[src/rtl/spi_slave_axis.sv]
// SPI slave: oversamples sclk/mosi/cs in clk_in, streams rx bytes out on
// AXI-Stream (tlast on final byte of a cs frame), returns tx bytes on miso.
module spi_slave_axis #(
    parameter bit         CLOCK_POLARITY_G = 1'b0,
    parameter bit         CLOCK_PHASE_G    = 1'b0,
    parameter bit         MSB_FIRST_G      = 1'b1,
    parameter logic [7:0] DEFAULT_TX_G     = 8'hFF
) (
    input  logic       clk_in,
    input  logic       rst_in,
    input  logic       sclk,
    input  logic       mosi,
    input  logic       cs,
    output logic       miso,
    output logic       miso_oe,
    input  logic [7:0] s_axis_tdata,
    input  logic       s_axis_tvalid,
    output logic       s_axis_tready,
    output logic [7:0] m_axis_tdata,
    output logic       m_axis_tvalid,
    input  logic       m_axis_tready,
    output logic       m_axis_tlast,
    output logic       busy,
    output logic       rx_overrun,
    output logic       tx_underrun,
    output logic       frame_error
);

    localparam int unsigned BYTE_W = 8;
    localparam int unsigned CNT_W  = 3;

    typedef enum logic {
        ST_IDLE   = 1'b0,
        ST_ACTIVE = 1'b1
    } state_t;

    state_t              state_q, state_d;
    logic [2:0]          sclk_pipe_q, sclk_pipe_d;
    logic [2:0]          cs_pipe_q, cs_pipe_d;
    logic [1:0]          mosi_pipe_q, mosi_pipe_d;
    logic [CNT_W-1:0]    bit_cnt_q, bit_cnt_d;
    logic [BYTE_W-1:0]   rx_sr_q, rx_sr_d;
    logic                pend_valid_q, pend_valid_d;
    logic [BYTE_W-1:0]   pend_data_q, pend_data_d;
    logic [BYTE_W-1:0]   tx_q, tx_d;
    logic [CNT_W-1:0]    tx_idx_q, tx_idx_d;
    logic                load_pend_q, load_pend_d;
    logic                out_valid_q, out_valid_d;
    logic [BYTE_W-1:0]   out_data_q, out_data_d;
    logic                out_last_q, out_last_d;
    logic                s_ready_q, s_ready_d;
    logic                underrun_q, underrun_d;
    logic                overrun_q, overrun_d;
    logic                ferr_q, ferr_d;
    logic                miso_q, miso_d;
    logic                busy_q, busy_d;

    logic                sclk_lead_c, sclk_trail_c, sample_c, shift_c;
    logic                cs_fall_c, cs_rise_c, mosi_s_c;
    logic                do_load, push, push_last;
    logic [BYTE_W-1:0]   rx_next;
    logic [CNT_W-1:0]    miso_sel;

    // Two-flop synchronizers plus one previous-value flop for edge detection
    always_comb begin
        sclk_pipe_d = {sclk_pipe_q[1:0], sclk};
        cs_pipe_d   = {cs_pipe_q[1:0], cs};
        mosi_pipe_d = {mosi_pipe_q[0], mosi};
    end

    assign sclk_lead_c  = (sclk_pipe_q[2] == CLOCK_POLARITY_G) && (sclk_pipe_q[1] != CLOCK_POLARITY_G);
    assign sclk_trail_c = (sclk_pipe_q[2] != CLOCK_POLARITY_G) && (sclk_pipe_q[1] == CLOCK_POLARITY_G);
    assign sample_c     = CLOCK_PHASE_G ? sclk_trail_c : sclk_lead_c;
    assign shift_c      = CLOCK_PHASE_G ? sclk_lead_c : sclk_trail_c;
    assign cs_fall_c    = cs_pipe_q[2] & ~cs_pipe_q[1];
    assign cs_rise_c    = ~cs_pipe_q[2] & cs_pipe_q[1];
    assign mosi_s_c     = mosi_pipe_q[1];

    // Frame FSM, rx shift/pending/output stages and tx load/shift
    always_comb begin
        state_d      = state_q;
        bit_cnt_d    = bit_cnt_q;
        rx_sr_d      = rx_sr_q;
        pend_valid_d = pend_valid_q;
        pend_data_d  = pend_data_q;
        tx_d         = tx_q;
        tx_idx_d     = tx_idx_q;
        load_pend_d  = 1'b0;
        out_valid_d  = out_valid_q && !m_axis_tready;
        out_data_d   = out_data_q;
        out_last_d   = out_last_q;
        s_ready_d    = 1'b0;
        underrun_d   = 1'b0;
        overrun_d    = 1'b0;
        ferr_d       = 1'b0;
        do_load      = 1'b0;
        push         = 1'b0;
        push_last    = 1'b0;
        rx_next      = MSB_FIRST_G ? {rx_sr_q[BYTE_W-2:0], mosi_s_c}
                                   : {mosi_s_c, rx_sr_q[BYTE_W-1:1]};

        case (state_q)
            ST_IDLE: begin
                if (cs_fall_c) begin
                    state_d   = ST_ACTIVE;
                    bit_cnt_d = '0;
                    tx_idx_d  = '0;
                    do_load   = !CLOCK_PHASE_G;
                end
            end
            ST_ACTIVE: begin
                if (cs_rise_c) begin
                    state_d   = ST_IDLE;
                    bit_cnt_d = '0;
                    ferr_d    = (bit_cnt_q != '0);
                    if (pend_valid_q) begin
                        push         = 1'b1;
                        push_last    = 1'b1;
                        pend_valid_d = 1'b0;
                    end
                end else begin
                    do_load = load_pend_q;
                    if (sample_c) begin
                        rx_sr_d   = rx_next;
                        bit_cnt_d = bit_cnt_q + CNT_W'(1);
                        if (bit_cnt_q == CNT_W'(7)) begin
                            push         = pend_valid_q;
                            pend_data_d  = rx_next;
                            pend_valid_d = 1'b1;
                            load_pend_d  = !CLOCK_PHASE_G;
                        end
                    end
                    if (shift_c) begin
                        if (bit_cnt_q == '0) begin
                            // byte boundary: CPHA=1 loads here, CPHA=0 already loaded
                            do_load  = CLOCK_PHASE_G;
                            tx_idx_d = '0;
                        end else begin
                            tx_idx_d = tx_idx_q + CNT_W'(1);
                        end
                    end
                end
            end
            default: state_d = ST_IDLE;
        endcase

        if (do_load) begin
            tx_idx_d = '0;
            if (s_axis_tvalid) begin
                tx_d      = s_axis_tdata;
                s_ready_d = 1'b1;
            end else begin
                tx_d       = DEFAULT_TX_G;
                underrun_d = 1'b1;
            end
        end

        // A push into a stalled full output register drops the new byte
        if (push) begin
            if (out_valid_q && !m_axis_tready) begin
                overrun_d = 1'b1;
            end else begin
                out_valid_d = 1'b1;
                out_data_d  = pend_data_q;
                out_last_d  = push_last;
            end
        end

        miso_sel = MSB_FIRST_G ? CNT_W'(CNT_W'(7) - tx_idx_d) : tx_idx_d;
        busy_d   = (state_d == ST_ACTIVE);
        miso_d   = busy_d ? tx_d[miso_sel] : 1'b0;
    end

    // State and datapath registers
    always_ff @(posedge clk_in or negedge rst_in) begin
        if (!rst_in) begin
            state_q      <= ST_IDLE;
            sclk_pipe_q  <= {3{CLOCK_POLARITY_G}};
            cs_pipe_q    <= '0;
            mosi_pipe_q  <= '0;
            bit_cnt_q    <= '0;
            rx_sr_q      <= '0;
            pend_valid_q <= 1'b0;
            pend_data_q  <= '0;
            tx_q         <= '0;
            tx_idx_q     <= '0;
            load_pend_q  <= 1'b0;
            out_valid_q  <= 1'b0;
            out_data_q   <= '0;
            out_last_q   <= 1'b0;
            s_ready_q    <= 1'b0;
            underrun_q   <= 1'b0;
            overrun_q    <= 1'b0;
            ferr_q       <= 1'b0;
            miso_q       <= 1'b0;
            busy_q       <= 1'b0;
        end else begin
            state_q      <= state_d;
            sclk_pipe_q  <= sclk_pipe_d;
            cs_pipe_q    <= cs_pipe_d;
            mosi_pipe_q  <= mosi_pipe_d;
            bit_cnt_q    <= bit_cnt_d;
            rx_sr_q      <= rx_sr_d;
            pend_valid_q <= pend_valid_d;
            pend_data_q  <= pend_data_d;
            tx_q         <= tx_d;
            tx_idx_q     <= tx_idx_d;
            load_pend_q  <= load_pend_d;
            out_valid_q  <= out_valid_d;
            out_data_q   <= out_data_d;
            out_last_q   <= out_last_d;
            s_ready_q    <= s_ready_d;
            underrun_q   <= underrun_d;
            overrun_q    <= overrun_d;
            ferr_q       <= ferr_d;
            miso_q       <= miso_d;
            busy_q       <= busy_d;
        end
    end

    assign miso          = miso_q;
    assign miso_oe       = busy_q;
    assign busy          = busy_q;
    assign s_axis_tready = s_ready_q;
    assign m_axis_tdata  = out_data_q;
    assign m_axis_tvalid = out_valid_q;
    assign m_axis_tlast  = out_last_q;
    assign rx_overrun    = overrun_q;
    assign tx_underrun   = underrun_q;
    assign frame_error   = ferr_q;

endmodule

[config.mk]
export PLATFORM = sky130hd
export DESIGN_NAME = spi_slave_axis
export DESIGN_NICKNAME = d
export VERILOG_FILES = /design/src/rtl/spi_slave_axis.sv
export SDC_FILE = /design/constraint.sdc
export NUM_CORES = 1
export LEC_CHECK = 0
export ABC_AREA = 1
export CAP_MARGIN = 20
export CORE_AREA = 2 2 74 76
export CTS_CLUSTER_SIZE = 14
export DETAILED_ROUTE_END_ITERATION = 10
export DIE_AREA = 0 0 76 78
export PLACE_DENSITY = 0.75
export SLEW_MARGIN = 40
export SYNTH_ARGS = -nofsm -noshare
export SYNTH_HDL_FRONTEND = slang
export SYNTH_SLANG_ARGS = --single-unit
[constraint.sdc]
create_clock -name clk_in -period 2.32 [get_ports clk_in]
set_input_delay 0.464 -clock clk_in [delete_from_list [all_inputs] [get_ports clk_in]]
set_output_delay 0.464 -clock clk_in [all_outputs]
set_load 0.01 [all_outputs]
==> out/metrics.csv <==
metric;value;unit
max-cap violations;0;
Rel. slew slack;0.6670;
Worst path slowest cell;clkdlybuf4s50_1;
Die ar.;5928;µm²
Worst path depth;1;
crit path kind;register to output pin;
setup TNS;0;ns
register bit total from synthesis;55;
hold buffers post-CTS;0;
Site Rows;26;
Switching Share;0.3105;
Worst Path Buf+Inv;1;
Setup Buffers After CTS;0;
Setup-failing EPs final;0;
Critical path origin;busy;
cell count after synthesis;260;
Routed Antenna Nets;0;
r2r startpoint;bit_cnt_q[0];
fill count;460;
CTS Sinks;55;
CP cell instances;clkdlybuf4s50_1;
Buffers on Ports;31;
Post-Synthesis Mean Instance Area;8.908;µm²
drt via density;4.594;
Gate power share;0.250;
final hold vios;0;
clock slew at reported path FFs;0.10;ns
Clock Power Share;0.219;
reg2reg path depth;15;
GRT Total Usage;0.1504;
power per cell area;853.3;nW/µm²
Resized Gates After CTS;0;
CP max FO;8;
TritonRoute pass-1 iters;4;
Die Width;76;µm
GR Overflow Total;0;
Seq/Total Area, Yosys;0.5943;
fin crit period;1.946;ns
area grow syn2layout;20.80;%
vias in the first global route;1620;
syn_nets;279;
RSZ-0062 raised after global routing;no;
initial antenna violation count;0;
Synth Cell Area;2316;µm²
Worst Setup Start Kind;register;
Highest Clock Rate;513.8;MHz
RD Place Congestion;0.8221;
total power;2387;µW
leakage power;0.001443;µW
distinct cell type count after synthesis;22;
number of top-level pins;32;
final wirelength;4060;µm
DR iter-0 viols;115;
period utilization;0.8390;
clock skew;0.007321;ns
Worst Tran Pin Value;0.4984;ns
met1 WL;1994;µm
R2R setup slack;0.40;ns
r2r endpoint;miso;
CP delay by family, top;buffers and inverters;
Die Ht;78;µm
DRC viols;0;
pin count of the biggest net entering global routing;27;
DP Wirelength;3050;µm
status;finished clean;
Max stage delay on crit path;0.61;ns
met3 WL;126;µm
clock latency on the worst-skew pair;0.31;ns
number of synthesis warnings;0;
first-pass GRT wire length;7100;µm
uppermost layer routed;met4;
total CTS buffers;5;
internal cell power;1646;µW
Clock Path Buffers;2;
sw power;741.2;µW
Root Buffer;clkbuf_8;
vias;1686;
Core ar.;5042;µm²
met2 WL;1878;µm
Max Slew Vio Count;0;
Max VDD drop;0.0003922;V
layout cells sized above 1;0.08418;
detailed-route wire length per cell;11.06;µm
CP Data Required Time;1.86;ns
CTS tree;built;
# diodes;0;
worst setup path end;busy;
Nets;315;
CP Capture Type;output pin;
Arr. time, crit path;1.48;ns
CTS H-Tree Depth;2;
Initial Util;0.4593;
HP Class;input pin to asynchronous set/reset pin;
Reg power frac;0.531;
## worst min-delay path by stage
stage                   start             end  slack, ns  cells past startpoint
2_1_floorplan          rst_in    bit_cnt_q[0]       0.17                      0
3_3_place_gp   mosi_pipe_q[0]  mosi_pipe_q[1]       0.33                      0
3_5_place_dp   sclk_pipe_q[0]  sclk_pipe_q[1]       0.34                      0
4_1_cts                rst_in      rx_sr_q[3]       0.08                      1
5_1_grt                rst_in  mosi_pipe_q[0]       0.08                      1
6_report               rst_in      rx_sr_q[3]       0.07                      1
## power groups by stage
stage                     registers (µW)  clock network, µW  logic (µW)
final                               1270                524         596
after detailed placement            1290                  0         601
after CTS                           1270                536         605
after global routing                1300                575         687
after global placement              1280                  0         583
after floorplan                     1300                  0         335
## routing by layer
metal  up-vias  GRT usage
li1        869          -
met1       785     0.2041
met2        27     0.2393
met3         5    0.03023
met4         0    0.06000
met5         -          0
## placed cells by master, fill, tap and decap left out, drive strengths merged
| cell type | synthesis | routed |
|---|---|---|
| o22ai | 3 | 3 |
| clkinvlp | 0 | 1 |
| nand2 | 79 | 79 |
| clkbuf | 1 | 6 |
| o31ai | 1 | 1 |
| ha | 4 | 4 |
| clkdlybuf4s50 | 0 | 30 |
| o21ai | 22 | 22 |
| nand3 | 16 | 16 |
| buf | 3 | 3 |
| nand4 | 5 | 5 |
| inv | 49 | 50 |
| dfrtp | 55 | 55 |
| nor2 | 20 | 20 |
| a21o | 1 | 1 |
| a21oi | 1 | 1 |
## registers in the layout (all words and copies together) (netlist names), 2 cells and up
| signal | count |
|---|---|
| sclk_pipe_q | 3 |
| cs_pipe_q | 3 |
| rx_sr_q | 7 |
| mosi_pipe_q | 2 |
| tx_idx_q | 3 |
| m_axis_tdata | 8 |
| tx_q | 8 |
| pend_data_q | 8 |
| bit_cnt_q | 3 |
## kinds of logic after synthesis
| logic type | after synthesis | share of synthesized area |
|---|---|---|
| compound gates | 28 | 0.06592 |
| flops | 55 | 0.5943 |
| simple gates | 120 | 0.2269 |
| fa+ha+maj | 4 | 0.02161 |
| buf+inv | 53 | 0.09130 |
## layout make-up
type	instances	area (µm²)	area share
tap	70	87.58	0.03131
clock inverter	2	16.27	0.005814
inverter	49	183.9	0.06574
timing repair buffer	33	332.8	0.1190
sequential	55	1376	0.4920
multi-input combinational	152	728.2	0.2603
clock buffer	6	72.57	0.02594
## Yosys cell counts (all sizes together)
master,count,area [µm²]
dfrtp,55,1376
inv,49,183.9
nor2,20,92.59
buf,3,23.77
nand3,16,80.08
nand4,5,31.28
o31ai,1,7.510
nand2,79,321.5
a21o,1,7.510
o21ai,22,110.1
clkbuf,1,3.750
ha,4,50.05
o22ai,3,18.77
a21oi,1,8.760
## through the flow
stage / hold WS, ns / cell area (µm²) / worst slack [ns] / util / instances
floorplan: 0.1684 / 2316 / 0.6389 / - / 260
global placement: 0.3333 / 2709 / 0.4745 / 0.5372 / 359
detailed placement: 0.3373 / 2709 / 0.4376 / 0.5372 / 359
CTS: 0.07949 / 2798 / 0.3798 / 0.5548 / 367
global route: 0.08161 / 2798 / 0.1139 / 0.5548 / 367
finish: 0.07090 / 2798 / 0.3736 / 0.5548 / 367
Power figures use the tool's default switching activity.
